`src/rtl/ahbl_single_master.sv`:
```
`default_nettype none
// ============================================================================
//  Module      : ahbl_single_master
//  Description : AHB-Lite initiator. Turns single-beat local commands into
//                one non-overlapped bus transfer at a time. Responses return
//                on a valid/ready channel.
//  Revision    : 1.0 - initial release
// ============================================================================
module ahbl_single_master #(
    parameter int AW = 32,
    parameter int DW = 32
) (
    input  logic          clk,
    input  logic          rst,
    // command channel
    input  logic          cmd_valid,
    output logic          cmd_ready,
    input  logic          cmd_write,
    input  logic [AW-1:0] cmd_addr,
    input  logic [2:0]    cmd_size,
    input  logic [DW-1:0] cmd_wdata,
    // response channel
    output logic          rsp_valid,
    input  logic          rsp_ready,
    output logic          rsp_err,
    output logic [DW-1:0] rsp_rdata,
    // AHB-Lite master port
    output logic [AW-1:0] HADDR,
    output logic [1:0]    HTRANS,
    output logic          HWRITE,
    output logic [2:0]    HSIZE,
    output logic [2:0]    HBURST,
    output logic [3:0]    HPROT,
    output logic          HMASTLOCK,
    output logic [DW-1:0] HWDATA,
    input  logic [DW-1:0] HRDATA,
    input  logic          HREADY,
    input  logic          HRESP
);

    localparam logic [1:0] ST_IDLE = 2'd0;
    localparam logic [1:0] ST_ADDR = 2'd1;
    localparam logic [1:0] ST_DATA = 2'd2;
    localparam logic [1:0] ST_RESP = 2'd3;

    localparam logic [1:0] HTRANS_IDLE   = 2'b00;
    localparam logic [1:0] HTRANS_NONSEQ = 2'b10;

    // Largest HSIZE the data bus can carry: 4 bytes on 32-bit, 8 on 64-bit.
    localparam logic [2:0] MAX_SIZE = (DW == 64) ? 3'd3 : 3'd2;

    logic [1:0]    state_q, state_d;
    logic          write_q;
    logic [AW-1:0] addr_q;
    logic [2:0]    size_q;
    logic [DW-1:0] wdata_q;
    logic          err_q;
    logic [DW-1:0] rdata_q;

    logic          cmd_aligned;
    logic          cmd_legal;
    logic          cmd_accept;

    assign cmd_accept = cmd_valid && (state_q == ST_IDLE);

    // Command legality: size must fit the bus and address must be size-aligned.
    always_comb begin
        cmd_aligned = 1'b0;
        case (cmd_size)
            3'd0:    cmd_aligned = 1'b1;
            3'd1:    cmd_aligned = (cmd_addr[0] == 1'b0);
            3'd2:    cmd_aligned = (cmd_addr[1:0] == 2'b00);
            3'd3:    cmd_aligned = (cmd_addr[2:0] == 3'b000);
            default: cmd_aligned = 1'b0;
        endcase
        cmd_legal = cmd_aligned && (cmd_size <= MAX_SIZE);
    end

    // State register.
    always_ff @(posedge clk) begin
        if (rst) begin
            state_q <= ST_IDLE;
        end else begin
            state_q <= state_d;
        end
    end

    // Next-state logic; rejected commands skip the bus entirely.
    always_comb begin
        state_d = state_q;
        case (state_q)
            ST_IDLE: if (cmd_valid) state_d = cmd_legal ? ST_ADDR : ST_RESP;
            ST_ADDR: if (HREADY)    state_d = ST_DATA;
            ST_DATA: if (HREADY)    state_d = ST_RESP;
            ST_RESP: if (rsp_ready) state_d = ST_IDLE;
            default:                state_d = ST_IDLE;
        endcase
    end

    // Command capture at acceptance and response capture at end of data phase.
    always_ff @(posedge clk) begin
        if (rst) begin
            write_q <= 1'b0;
            addr_q  <= '0;
            size_q  <= '0;
            wdata_q <= '0;
            err_q   <= 1'b0;
            rdata_q <= '0;
        end else begin
            if (cmd_accept) begin
                write_q <= cmd_write;
                addr_q  <= cmd_addr;
                size_q  <= cmd_size;
                wdata_q <= cmd_wdata;
                err_q   <= !cmd_legal;
                rdata_q <= '0;
            end else if ((state_q == ST_DATA) && HREADY) begin
                err_q   <= HRESP;
                rdata_q <= (!write_q && !HRESP) ? HRDATA : '0;
            end
        end
    end

    // State-decoded outputs; nothing here looks at HREADY or HRESP.
    always_comb begin
        cmd_ready = (state_q == ST_IDLE);
        rsp_valid = (state_q == ST_RESP);
        rsp_err   = err_q;
        rsp_rdata = rdata_q;
        HTRANS    = (state_q == ST_ADDR) ? HTRANS_NONSEQ : HTRANS_IDLE;
        HADDR     = addr_q;
        HWRITE    = write_q;
        HSIZE     = size_q;
        HWDATA    = ((state_q == ST_DATA) && write_q) ? wdata_q : '0;
        HBURST    = 3'b000;
        HPROT     = 4'b0011;
        HMASTLOCK = 1'b0;
    end

endmodule
`default_nettype wire
```
`config.mk`:
```
export PLATFORM = sky130hd
export DESIGN_NAME = ahbl_single_master
export DESIGN_NICKNAME = d
export VERILOG_FILES = /design/src/rtl/ahbl_single_master.sv
export SDC_FILE = /design/constraint.sdc
export NUM_CORES = 1
export LEC_CHECK = 0
export ABC_AREA = 1
export BUFFER_PORTS_ARGS = -buffer_cell sky130_fd_sc_hd__buf_4
export CAP_MARGIN = 20
export CORE_MARGIN = 4
export CORE_UTILIZATION = 40
export DETAILED_ROUTE_END_ITERATION = 8
export GPL_TIMING_DRIVEN = 0
export PLACE_DENSITY = 0.77
export SYNTH_ARGS = -nofsm -noshare
export SYNTH_HDL_FRONTEND = slang
export SYNTH_SLANG_ARGS = --single-unit
```
`constraint.sdc`:
```
create_clock -name clk -period 1.45 [get_ports clk]
set_clock_uncertainty 0.1 [all_clocks]
set_input_delay 0.2175 -clock clk [delete_from_list [all_inputs] [get_ports clk]]
set_output_delay 0.2175 -clock clk [all_outputs]
set_load 0.05 [all_outputs]
```
# [Word level (Yosys, flattened, before mapping)]
# Cells that the tools add are included.
[totals] reg_bits=103 output_inout_bits=113
[classes] n_lt_le_gt_ge=1 eq_ne=10 mux=12 n_bitwise=1 n_reduce_logical=15
[op_table] cell="$mux 32" n=2
[op_table] cell="$mux 2" n=6
[op_table] cell="$pmux 2 s4" n=1
[op_table] cell="$eq 3x2->1 const B" n=2
[op_table] cell="$logic_not 3->1" n=2
[op_table] cell="$ne 2x2->1 const B" n=3
[op_table] cell="$logic_and 1x1->1" n=5
[op_table] cell="$eq 2x2->1 const B" n=2
[op_table] cell="$logic_not 2->1" n=2
[op_table] cell="$pmux 1 s4" n=1
[op_table] cell="$reduce_and 4->1" n=1
[op_table] cell="$eq 3x1->1 const B" n=1
[op_table] cell="$le 3x2->1 const B" n=1
[op_table] cell="$logic_not 1->1" n=3
[op_table] cell="$eq 2x1->1 const B" n=1
[op_table] cell="$mux 1" n=2
[op_table] cell="$ne 2x1->1 const B" n=1
[op_table] cell="$reduce_bool 2->1" n=1
[op_table] cell="$reduce_or 2->1" n=1
[op_table] cell="$not 1->1" n=1

# [Depth between registers and ports, before layout]
[logic_depth] depth_word=6 ltp_mapped=8 depth_no_buf=8

# [Worst setup path before layout]
# No wires, ideal clock.
[synth_path] path_type="flip-flop to output port" startpoint="register write_q (netlist: HWRITE)" endpoint="output port HWDATA[10]" arrival_time_ns=1.751 required_time_ns=1.133 path_slack_ns=-0.619 path_stages_with_launch=4 path_cell_list="dfxtp_1 -> nand2_1 -> clkbuf_1 -> nor2_1"
[synth_between] elab_chain_cells=2
[synth_lines] element="start: declaration" line="53" source="logic write_q;"
[synth_lines] element="start signal: assignment" line="111" source="write_q <= cmd_write;"
[synth_lines] element="$logic_and 1x1->1" line="134" source="HWDATA = ((state_q == ST_DATA) && write_q) ? wdata_q : '0;"
[synth_lines] element="$mux 32" line="134"
[synth_lines] element="end: declaration" line="35" source="output logic [DW-1:0] HWDATA,"
# No other way between the ends.

# [Worst setup path after layout]
[layout_path] startpoint="register state_q[0]" endpoint="output port HWDATA[29]"
[layout_between] elab_chain_cells=3
[layout_lines] element="start: declaration" line="52" source="logic [1:0] state_q, state_d;"
[layout_lines] element="start signal: assignment" line="84" source="state_q <= state_d;"
[layout_lines] element="$eq 2x2->1" line="134"
[layout_lines] element="$logic_and 1x1->1" line="134"
[layout_lines] element="$mux 32" line="134"
# No other way between the ends.

==> qor.csv <==
metric,value,unit
Post-Syn Area,0.004055,sq mm
"flops & latches, synth",103,
worst-skew pair later-pin latency,360,ps
Power Density,1575,mW/mm^2
Final Hold Viols,0,
# IOs,219,
Reg2Reg Depth,11,
"Seq/Total Area, Yosys",0.5085,
Syn Area/Cell,7.666,sq um
WHS Path Cells,3,
fin area,0.008335,sq mm
Setup Viol. Count Final,138,
Die Area,0.01181,sq mm
Placement Cell Area,0.006142,sq mm
yosys warns,0,
Lkg Pwr,3.471,nW
hpwl dp,9.802,mm
"Arr. time, crit path",1530,ps
number of distinct library cells after synthesis,21,
vias in the first global route,4958,
status,"complete, but fails checks",
Final TNS setup,-40260,ps
fin util,0.8489,
largest net degree at the start of global routing,18,
antenna violations before repair,0,
core footprint,0.009819,sq mm
"Slew Viols, Final",0,
Placer Congestion,0.8438,
post-synth top area cell,dfxtp_1,
Initial DRC Count,249,
ant diodes,0,
CTS root buf,clkbuf_8,
WL final,18.69,mm
area delta synth->final,105.6,%
maximum VDD drop,1.365,mV
Max-Cap Viols,0,
crit path launch type,flip-flop,
TritonCTS buffer count,9,
clk sink count,103,
Setup crit end kind,output pin,
Tightest Pin Transition,990.5,ps
final cycle utilization of the critical path,1.276,
final setup margin,-400.6,ps
total congestion overflow,0,
CTS tree,yes,
maximum clock rate,0.5404,GHz
# rows,36,
unrepaired setup endpoints after global routing,true,
Crit Path Max Fanout,8,
Synth Instances,529,
DRC Markers,0,
DIE WIDTH,108.7,um
DP Worst Slack,-146.5,ps
hold path endpoint,wdata_q[16],
DRT Pass-1 Iters,4,
Non-Filler Instances,962,
relative slew slack,0.3396,
Final #Nets,935,
WP data required,1130,ps
worst hold path class,in2reg,
PortBufs,209,
Die H,108.7,um
antenna-violating nets left,0,
Tmin final,1851,ps
share of layout cells above drive strength 1,0.6007,
hold slack,4.676,ps
Critical R2R Launch,state_q[0],
Initial Utilization,0.4130,
average wire per standard cell,19.43,um
R2R setup slack,-400,ps
Area contributors post-synth,"dfxtp_1 51%, nor2_1 9.5%, a21oi_1 8.5%",
failing checks,negative setup slack,
beginning of the worst hold path,cmd_wdata[16],
Total GRT Usage,0.2647,
clock slew seen by the registers of the worst setup and hold paths,110,ps
H-tree Lvls,3,
Crit Path Category,reg2out,
Clock Path Buffers,2,
vias per cell,5.105,
first-pass GRT wire length,24.50,mm
vias,4911,
Placed Instances,878,
Yosys top cell area share,0.5085,
reg2reg end,wdata_q[7],
Pwr Total,13.13,mW
==> flip-flops by register name, summed over array words and instances, names as in the netlist <==
signal     cells
wdata_q       32
HWRITE         1
HSIZE          3
rsp_rdata     32
rsp_err        1
HADDR         32
state_q        2
==> synthesized netlist by cell type <==
cell	instances
clkinv_2	1
nand2_2	1
clkbuf_1	7
nand3_1	34
a21oi_1	69
clkbuf_2	1
dfxtp_1	103
o21ai_0	63
ha_1	5
buf_6	6
o21ai_1	5
nand2_1	51
conb_1	2
inv_1	42
inv_2	1
buf_2	16
or2_2	1
buf_4	16
nor2_2	1
nor3_1	1
nor2_1	103
==> critical path: stages (launching register included) <==
cell	delay, ps
dfxtp_4	370
inv_4	60
ha_4	160
nand2_8	110
clkbuf_16	200
nor2_4	120
buf_8	160
==> final cells by class <==
class                      instances  area, sq um
fill                             507         1484
timing repair buffer             280         2626
tap                              133        166.4
sequential                       103         2073
clock buffer                      11        151.4
multi-input combinational        343         2620
inverter                          44        175.2
buffer                            43        485.5
clock inverter                     5        37.54
==> worst max-delay path by stage <==
stage | from | to | slack (ps) | depth (start not counted)
2_1_floorplan | state_q[1] | rsp_rdata[11] | -0.7 | 7
3_3_place_gp | state_q[1] | wdata_q[11] | -100 | 6
3_5_place_dp | state_q[1] | wdata_q[11] | -150 | 6
4_1_cts | state_q[0] | HWDATA[29] | -390 | 6
5_1_grt | state_q[0] | HWDATA[29] | -450 | 6
6_report | state_q[0] | HWDATA[29] | -400 | 6
==> routing by layer <==
layer	part of all wire	up-vias	track usage
li1	-	2273	-
met1	0.36	2347	0.2791
met2	0.54	236	0.4951
met3	0.064	55	0.07164
met4	0.039	0	0.1064
met5	0	-	0
==> what timing repair did <==
item | in CTS | in global routing
pin swaps | 24 | 23
cloned | 15 | 0
setup endpoints to repair | 118 | 138
resized for setup | 283 | 115
hold endpoints to repair | 35 | 0
buffers inserted | 16 | 9
hold buffers | 33 | 0
==> kinds of logic after synthesis <==
logic type,count (synthesis),share of synthesized area
AO/OA/AOI/OAI,137,0.1691
buffers and inverters,90,0.1148
adder cells (fa/ha/maj),5,0.01543
flip-flops,103,0.5085
AND/OR/NAND/NOR,192,0.1904
other,2,0.001852
==> power by group <==
group / switching, mW / leakage [nW] / internal [mW] / total [mW]
sequential: 0.418 / 0.848 / 3.40 / 3.82
clock: 1.10 / 0.101 / 0.740 / 1.84
combinational: 4.35 / 2.52 / 3.12 / 7.47
total: 5.87 / 3.47 / 7.26 / 13.1
==> layout by cell type (no fill, tap or decap), types with 9 or more instances in the layout <==
master	Yosys	final
dfxtp_1	103	100
clkbuf_8	0	12
buf_4	16	197
a21oi_1	69	15
o21ai_2	0	36
a21oi_2	0	54
buf_12	0	9
conb_1	2	9
dlygate4sd3_1	0	33
inv_1	42	38
nor2_1	103	37
nand2_1	51	45
o21ai_1	5	14
o21ai_4	0	14
nor2_2	1	11
nor2_4	0	56
nand3_1	34	32
buf_6	6	44
buf_8	0	21
Note: power is estimated with default switching activity, not from simulation.
